<file path="src/rtl/itf_reg_master.sv">
// Host-command to ITF indirect-register master: turns one 16-bit register
// read/write into byte-wide accesses on the itf2reg slave window.
module itf_reg_master #(
  parameter int RD_WAIT = 2
) (
  input  logic        clk,
  input  logic        rst,
  input  logic        cmd_valid,
  output logic        cmd_ready,
  input  logic        cmd_we,
  input  logic [7:0]  cmd_addr,
  input  logic [15:0] cmd_wdata,
  output logic        rsp_valid,
  output logic [15:0] rsp_rdata,
  output logic        busy,
  output logic [7:0]  itf_addr,
  output logic [7:0]  itf_wdata,
  output logic        itf_wr,
  input  logic [7:0]  itf_rdata
);

  localparam logic [7:0] A_OPERATION = 8'h01;
  localparam logic [7:0] A_ADDR_0B   = 8'h02;
  localparam logic [7:0] A_WDATA_0B  = 8'h03;
  localparam logic [7:0] A_WDATA_1B  = 8'h04;
  localparam logic [7:0] A_RDATA_0B  = 8'h05;
  localparam logic [7:0] A_RDATA_1B  = 8'h06;
  localparam logic [7:0] OP_WRITE    = 8'h03;
  localparam logic [7:0] OP_READ     = 8'h02;
  localparam logic [3:0] WAIT_INIT   = 4'((RD_WAIT > 0) ? RD_WAIT - 1 : 0);

  typedef enum logic [3:0] {
    IDLE, W_ADDR, W_D0, W_D1, W_OP, R_OP, R_WAIT, R_B0, R_B1, DONE
  } state_t;

  state_t      state_q, state_d;
  logic [3:0]  wcnt_q, wcnt_d;
  logic        we_q, we_d;
  logic [7:0]  addr_q, addr_d;
  logic [15:0] wdata_q, wdata_d;
  logic [15:0] rdata_q, rdata_d;
  logic        rsp_valid_q, rsp_valid_d;
  logic        busy_q, busy_d;
  logic [7:0]  itf_addr_q, itf_addr_d;
  logic [7:0]  itf_wdata_q, itf_wdata_d;
  logic        itf_wr_q, itf_wr_d;

  assign cmd_ready = (state_q == IDLE);
  assign rsp_valid = rsp_valid_q;
  assign rsp_rdata = rdata_q;
  assign busy      = busy_q;
  assign itf_addr  = itf_addr_q;
  assign itf_wdata = itf_wdata_q;
  assign itf_wr    = itf_wr_q;

  // Next-state, command latch, read capture and the registered ITF outputs
  // (the latter decoded from the next state so they line up with it).
  always_comb begin
    state_d = state_q;
    wcnt_d  = wcnt_q;
    we_d    = we_q;
    addr_d  = addr_q;
    wdata_d = wdata_q;
    rdata_d = rdata_q;
    case (state_q)
      IDLE: begin
        if (cmd_valid) begin
          state_d = W_ADDR;
          we_d    = cmd_we;
          addr_d  = cmd_addr;
          wdata_d = cmd_wdata;
        end else begin
          state_d = IDLE;
        end
      end
      W_ADDR: state_d = we_q ? W_D0 : R_OP;
      W_D0:   state_d = W_D1;
      W_D1:   state_d = W_OP;
      W_OP:   state_d = DONE;
      R_OP: begin
        if (RD_WAIT == 0) begin
          state_d = R_B0;
        end else begin
          state_d = R_WAIT;
          wcnt_d  = WAIT_INIT;
        end
      end
      R_WAIT: begin
        if (wcnt_q == 4'd0) begin
          state_d = R_B0;
        end else begin
          wcnt_d = wcnt_q - 4'd1;
        end
      end
      R_B0: begin
        rdata_d[7:0] = itf_rdata;
        state_d      = R_B1;
      end
      R_B1: begin
        rdata_d[15:8] = itf_rdata;
        state_d       = DONE;
      end
      DONE:    state_d = IDLE;
      default: state_d = IDLE;
    endcase

    itf_addr_d  = 8'h00;
    itf_wdata_d = 8'h00;
    itf_wr_d    = 1'b0;
    case (state_d)
      W_ADDR: begin itf_addr_d = A_ADDR_0B;   itf_wdata_d = addr_d;         itf_wr_d = 1'b1; end
      W_D0:   begin itf_addr_d = A_WDATA_0B;  itf_wdata_d = wdata_d[7:0];   itf_wr_d = 1'b1; end
      W_D1:   begin itf_addr_d = A_WDATA_1B;  itf_wdata_d = wdata_d[15:8];  itf_wr_d = 1'b1; end
      W_OP:   begin itf_addr_d = A_OPERATION; itf_wdata_d = OP_WRITE;       itf_wr_d = 1'b1; end
      R_OP:   begin itf_addr_d = A_OPERATION; itf_wdata_d = OP_READ;        itf_wr_d = 1'b1; end
      R_WAIT: itf_addr_d = A_RDATA_0B;
      R_B0:   itf_addr_d = A_RDATA_0B;
      R_B1:   itf_addr_d = A_RDATA_1B;
      default: begin
        itf_addr_d  = 8'h00;
        itf_wdata_d = 8'h00;
        itf_wr_d    = 1'b0;
      end
    endcase
    rsp_valid_d = (state_d == DONE);
    busy_d      = (state_d != IDLE);
  end

  // State and output registers with synchronous reset.
  always_ff @(posedge clk) begin
    if (rst) begin
      state_q     <= IDLE;
      wcnt_q      <= 4'd0;
      we_q        <= 1'b0;
      addr_q      <= 8'h00;
      wdata_q     <= 16'h0000;
      rdata_q     <= 16'h0000;
      rsp_valid_q <= 1'b0;
      busy_q      <= 1'b0;
      itf_addr_q  <= 8'h00;
      itf_wdata_q <= 8'h00;
      itf_wr_q    <= 1'b0;
    end else begin
      state_q     <= state_d;
      wcnt_q      <= wcnt_d;
      we_q        <= we_d;
      addr_q      <= addr_d;
      wdata_q     <= wdata_d;
      rdata_q     <= rdata_d;
      rsp_valid_q <= rsp_valid_d;
      busy_q      <= busy_d;
      itf_addr_q  <= itf_addr_d;
      itf_wdata_q <= itf_wdata_d;
      itf_wr_q    <= itf_wr_d;
    end
  end

endmodule
</file>
<file path="config.mk">
export PLATFORM = sky130hd
export DESIGN_NAME = itf_reg_master
export DESIGN_NICKNAME = d
export VERILOG_FILES = /design/src/rtl/itf_reg_master.sv
export SDC_FILE = /design/constraint.sdc
export NUM_CORES = 1
export LEC_CHECK = 0
export BUFFER_PORTS_ARGS = -buffer_cell sky130_fd_sc_hd__buf_2
export CORE_MARGIN = 1.5
export CORE_UTILIZATION = 50
export CTS_CLUSTER_SIZE = 40
export DETAILED_ROUTE_END_ITERATION = 7
export HOLD_SLACK_MARGIN = 0.12
export PLACE_DENSITY = 0.9
export SLEW_MARGIN = 20
export SYNTH_ARGS = -nofsm -noshare
export SYNTH_HDL_FRONTEND = slang
export SYNTH_SLANG_ARGS = --single-unit
</file>
<file path="constraint.sdc">
create_clock -name clk -period 1.7 [get_ports clk]
set_input_delay 0.17 -clock clk [delete_from_list [all_inputs] [get_ports clk]]
set_output_delay 0.17 -clock clk [all_outputs]
set_load 0.05 [all_outputs]
</file>
==> impl_metrics.toml <==
[run_status]
run_status = "completed"

[sta]
hold_violations = 0
rsz0062_at_grt = "false"
whs_ns = 0.175
drv_slew = 0
finalSetupViolCount = 0
min_period_ns = 1.64
max_freq_mhz = 611
post-route-period-util_pct = 96.2
clock_skew_ns = 0.00656
setup_tns_ns = 0

[route]
routed-via-count = 2317
viasPerCell = 5.33
wl_per_cell_um = 14.2
drc_errors = 0
first_pass_iters = 4
ant_nets = 0
wirelength_um = 6160
drtIter0Drc = 155

[setup_path]
critical_path_class = "reg2out"
cp_num_cells = 3
cp-end-kind = "primary output"
startpoint_type = "register"
reg2reg_from = "state_q[0]$_SDFF_PP0_"
critical-path-top-delay-family = "buffers and inverters"
worstPathCellList = "buf_4, nor4_4, buf_4"
crit_top_cell = "buf_4"
cp-startpoint = "state_q[0]$_SDFF_PP0_"
crit_fanout = 3
r2r_end = "wdata_q[0]$_SDFF_PP0_"
crit_buf_inv = 2
crit_arrival_ns = 1.47
rrSetupSlack_ns = 0.09
required_ns = 1.53
worst-r2r-cell-count = 6
slowest_stage = "nor4_4"
slowest_delay_ns = 0.37

[clocking]
numCtsBuffers = 5
clk_latency_ns = 0.31
cts_tree = "yes"
h-tree-depth = 2
cts_root_buf = "clkbuf_8"
path_clk_slew_ns = 0.09
cts.path.max_buffers = 2
cts.sinks = 55

[power]
p_int_mw = 2.30
switching_share_pct = 37.3
p_per_area_mw_per_mm2 = 1180
leakage_nw = 1.32
ir_drop_v = 0.000527
p_clk_share_pct = 21.4
seqPwrFrac_pct = 42.4
power_frac_comb_pct = 36.2
power_switching_mw = 1.37

[die]
row_count = 24
dieArea_mm2 = 0.00501
die_x_um = 70.8
core_area_mm2 = 0.00438
start_util_pct = 52.4
die_y_um = 70.8
ios = 72

[grt]
grt_pass1_wl_um = 10100
grt_pass1_vias = 2211
grt_antenna_before_repair = 0
track_usage_pct = 25.7
grt_max_degree = 27
grt_overflow = 0

[finish]
area_delta_synth_final_pct = 35.9
final_common_cell = "nand2_1"
mostFrequentLayoutCells = "82 x nand2_1, 65 x buf_2, 54 x dfxtp_1"
fillers = 323
fin_nets = 420
drive_above_1_share_pct = 26.4
antennaDiodeCount = 0
finalNonFillerCells = 435

[place]
dp.cells = 396
hpwl_um = 3610
port_buffers = 66
gp_congestion = 0.835

[logic_synthesis]
syn_inst = 283
synthTopCellsByArea = "dfxtp_1 48%, nand2_1 14%, a21oi_1 11%"
postSynthAreaPerCell_um2 = 8.12
yosys.area.top_type = "dfxtp_1"
yosysWarnings = 0
synth_async_sr_flop_share_pct = 0
yosysSeqAreaShare_pct = 47.9
synth-edff-count = 0
netlist.area_leader.share_pct = 47.9
synthFlopType = "dfxtp_1"
syn_area_mm2 = 0.00230
ys_ff_latch = 55
synth_cell_types = 42

[flow_run]
cap_violations = 0

[worst_hold_path]
hold_depth = 3
min-delay-path-class = "in2reg"
hold_end = "wdata_q[0]$_SDFF_PP0_"
hold_start = "cmd_wdata[0]"
## flip-flops by register name, summed over array words and instances, names as in the netlist
| signal | count |
|---|---|
| state_q | 4 |
| rsp_rdata | 16 |
| itf_wdata | 8 |
| wcnt_q | 4 |
| wdata_q | 16 |
| we_q | 1 |
| itf_addr | 3 |
| busy | 1 |
| rsp_valid | 1 |
| itf_wr | 1 |
## worst min-delay path, stage by stage
cell     delay [ns]
buf_2          0.11
nand2_1        0.07
a21oi_1        0.08
## synth_stat cells, types with 3 or more instances
cell type and number:
nor3_1 4, a22oi_1 6, nor2_1 9, dfxtp_1 55
nor2b_1 5, buf_4 5, a21oi_1 49, o21ai_0 5
nand2_1 83, buf_2 4, a211oi_1 3, o21a_1 3
clkbuf_1 10, inv_1 4, nand2b_1 3, buf_6 4
## how the worst max path moves through the flow
| stage | to | slack, ns |
|---|---|---|
| 2_1_floorplan | wdata_q[10]$_SDFF_PP0_ | -0.12 |
| 3_3_place_gp | wcnt_q[3]$_SDFFE_PP0P_ | 0.12 |
| 3_5_place_dp | wcnt_q[3]$_SDFFE_PP0P_ | 0.08 |
| 4_1_cts | cmd_ready | 0.02 |
| 5_1_grt | cmd_ready | 0.02 |
| 6_report | cmd_ready | 0.06 |
## stage by stage
step / util [%] / total power, mW / instance area [um2] / setup WS (ns)
after CTS: 70.9 / 3.62 / 3110 / 0.0236
final: 71.2 / 3.67 / 3120 / 0.0641
after global placement: 61.4 / 2.76 / 2690 / 0.123
after global routing: 71.2 / 3.88 / 3120 / 0.0200
after detailed placement: 61.4 / 2.79 / 2690 / 0.0756
after floorplan: - / 2.51 / 2320 / -0.123
## final cells by class
type                            count  area, um2  share of cell area [%]
Clock inverter                      1       7.51                   0.240
Clock buffer                        7       96.3                    3.09
Inverter                            4       15.0                   0.481
Multi-Input combinational cell    203       1060                    33.9
Sequential cell                    55       1100                    35.3
Timing Repair Buffer              113        776                    24.8
Tap cell                           52       65.1                    2.08
## repair_timing
item,in CTS,in global routing
setup endpoints to repair,0,13
buffers inserted,0,0
endpoints found under the hold margin,39,0
gates resized for setup,0,6
hold buffers,31,0
## power groups by stage
stage                     logic, mW  clock network [mW]  registers (mW)
after CTS                      1.28               0.794            1.54
after detailed placement       1.22                   0            1.57
after global placement         1.20                   0            1.57
final                          1.33               0.784            1.56
after global routing           1.44               0.864            1.58
after floorplan               0.761                   0            1.75
## per-layer routing
metal	GRT usage, %	wire length, um	up-vias
met1	29.5	2450	1046
met2	42.2	3040	108
met4	16.8	278	0
li1	-	-	1138
met5	0	0	-
met3	6.70	388	25
## cells by family after synthesis
group / count (synthesis) / share of synthesized area (%)
AOI/OAI and AO/OA: 77 / 19.7
xor gates and xnor gates: 1 / 0.381
adders and majority gates: 2 / 1.09
buffers and inverters: 29 / 7.13
DFF: 55 / 47.9
muxes: 1 / 0.490
other: 1 / 0.163
and+or+nand+nor: 117 / 23.1
Power figures use the tool's default switching activity.
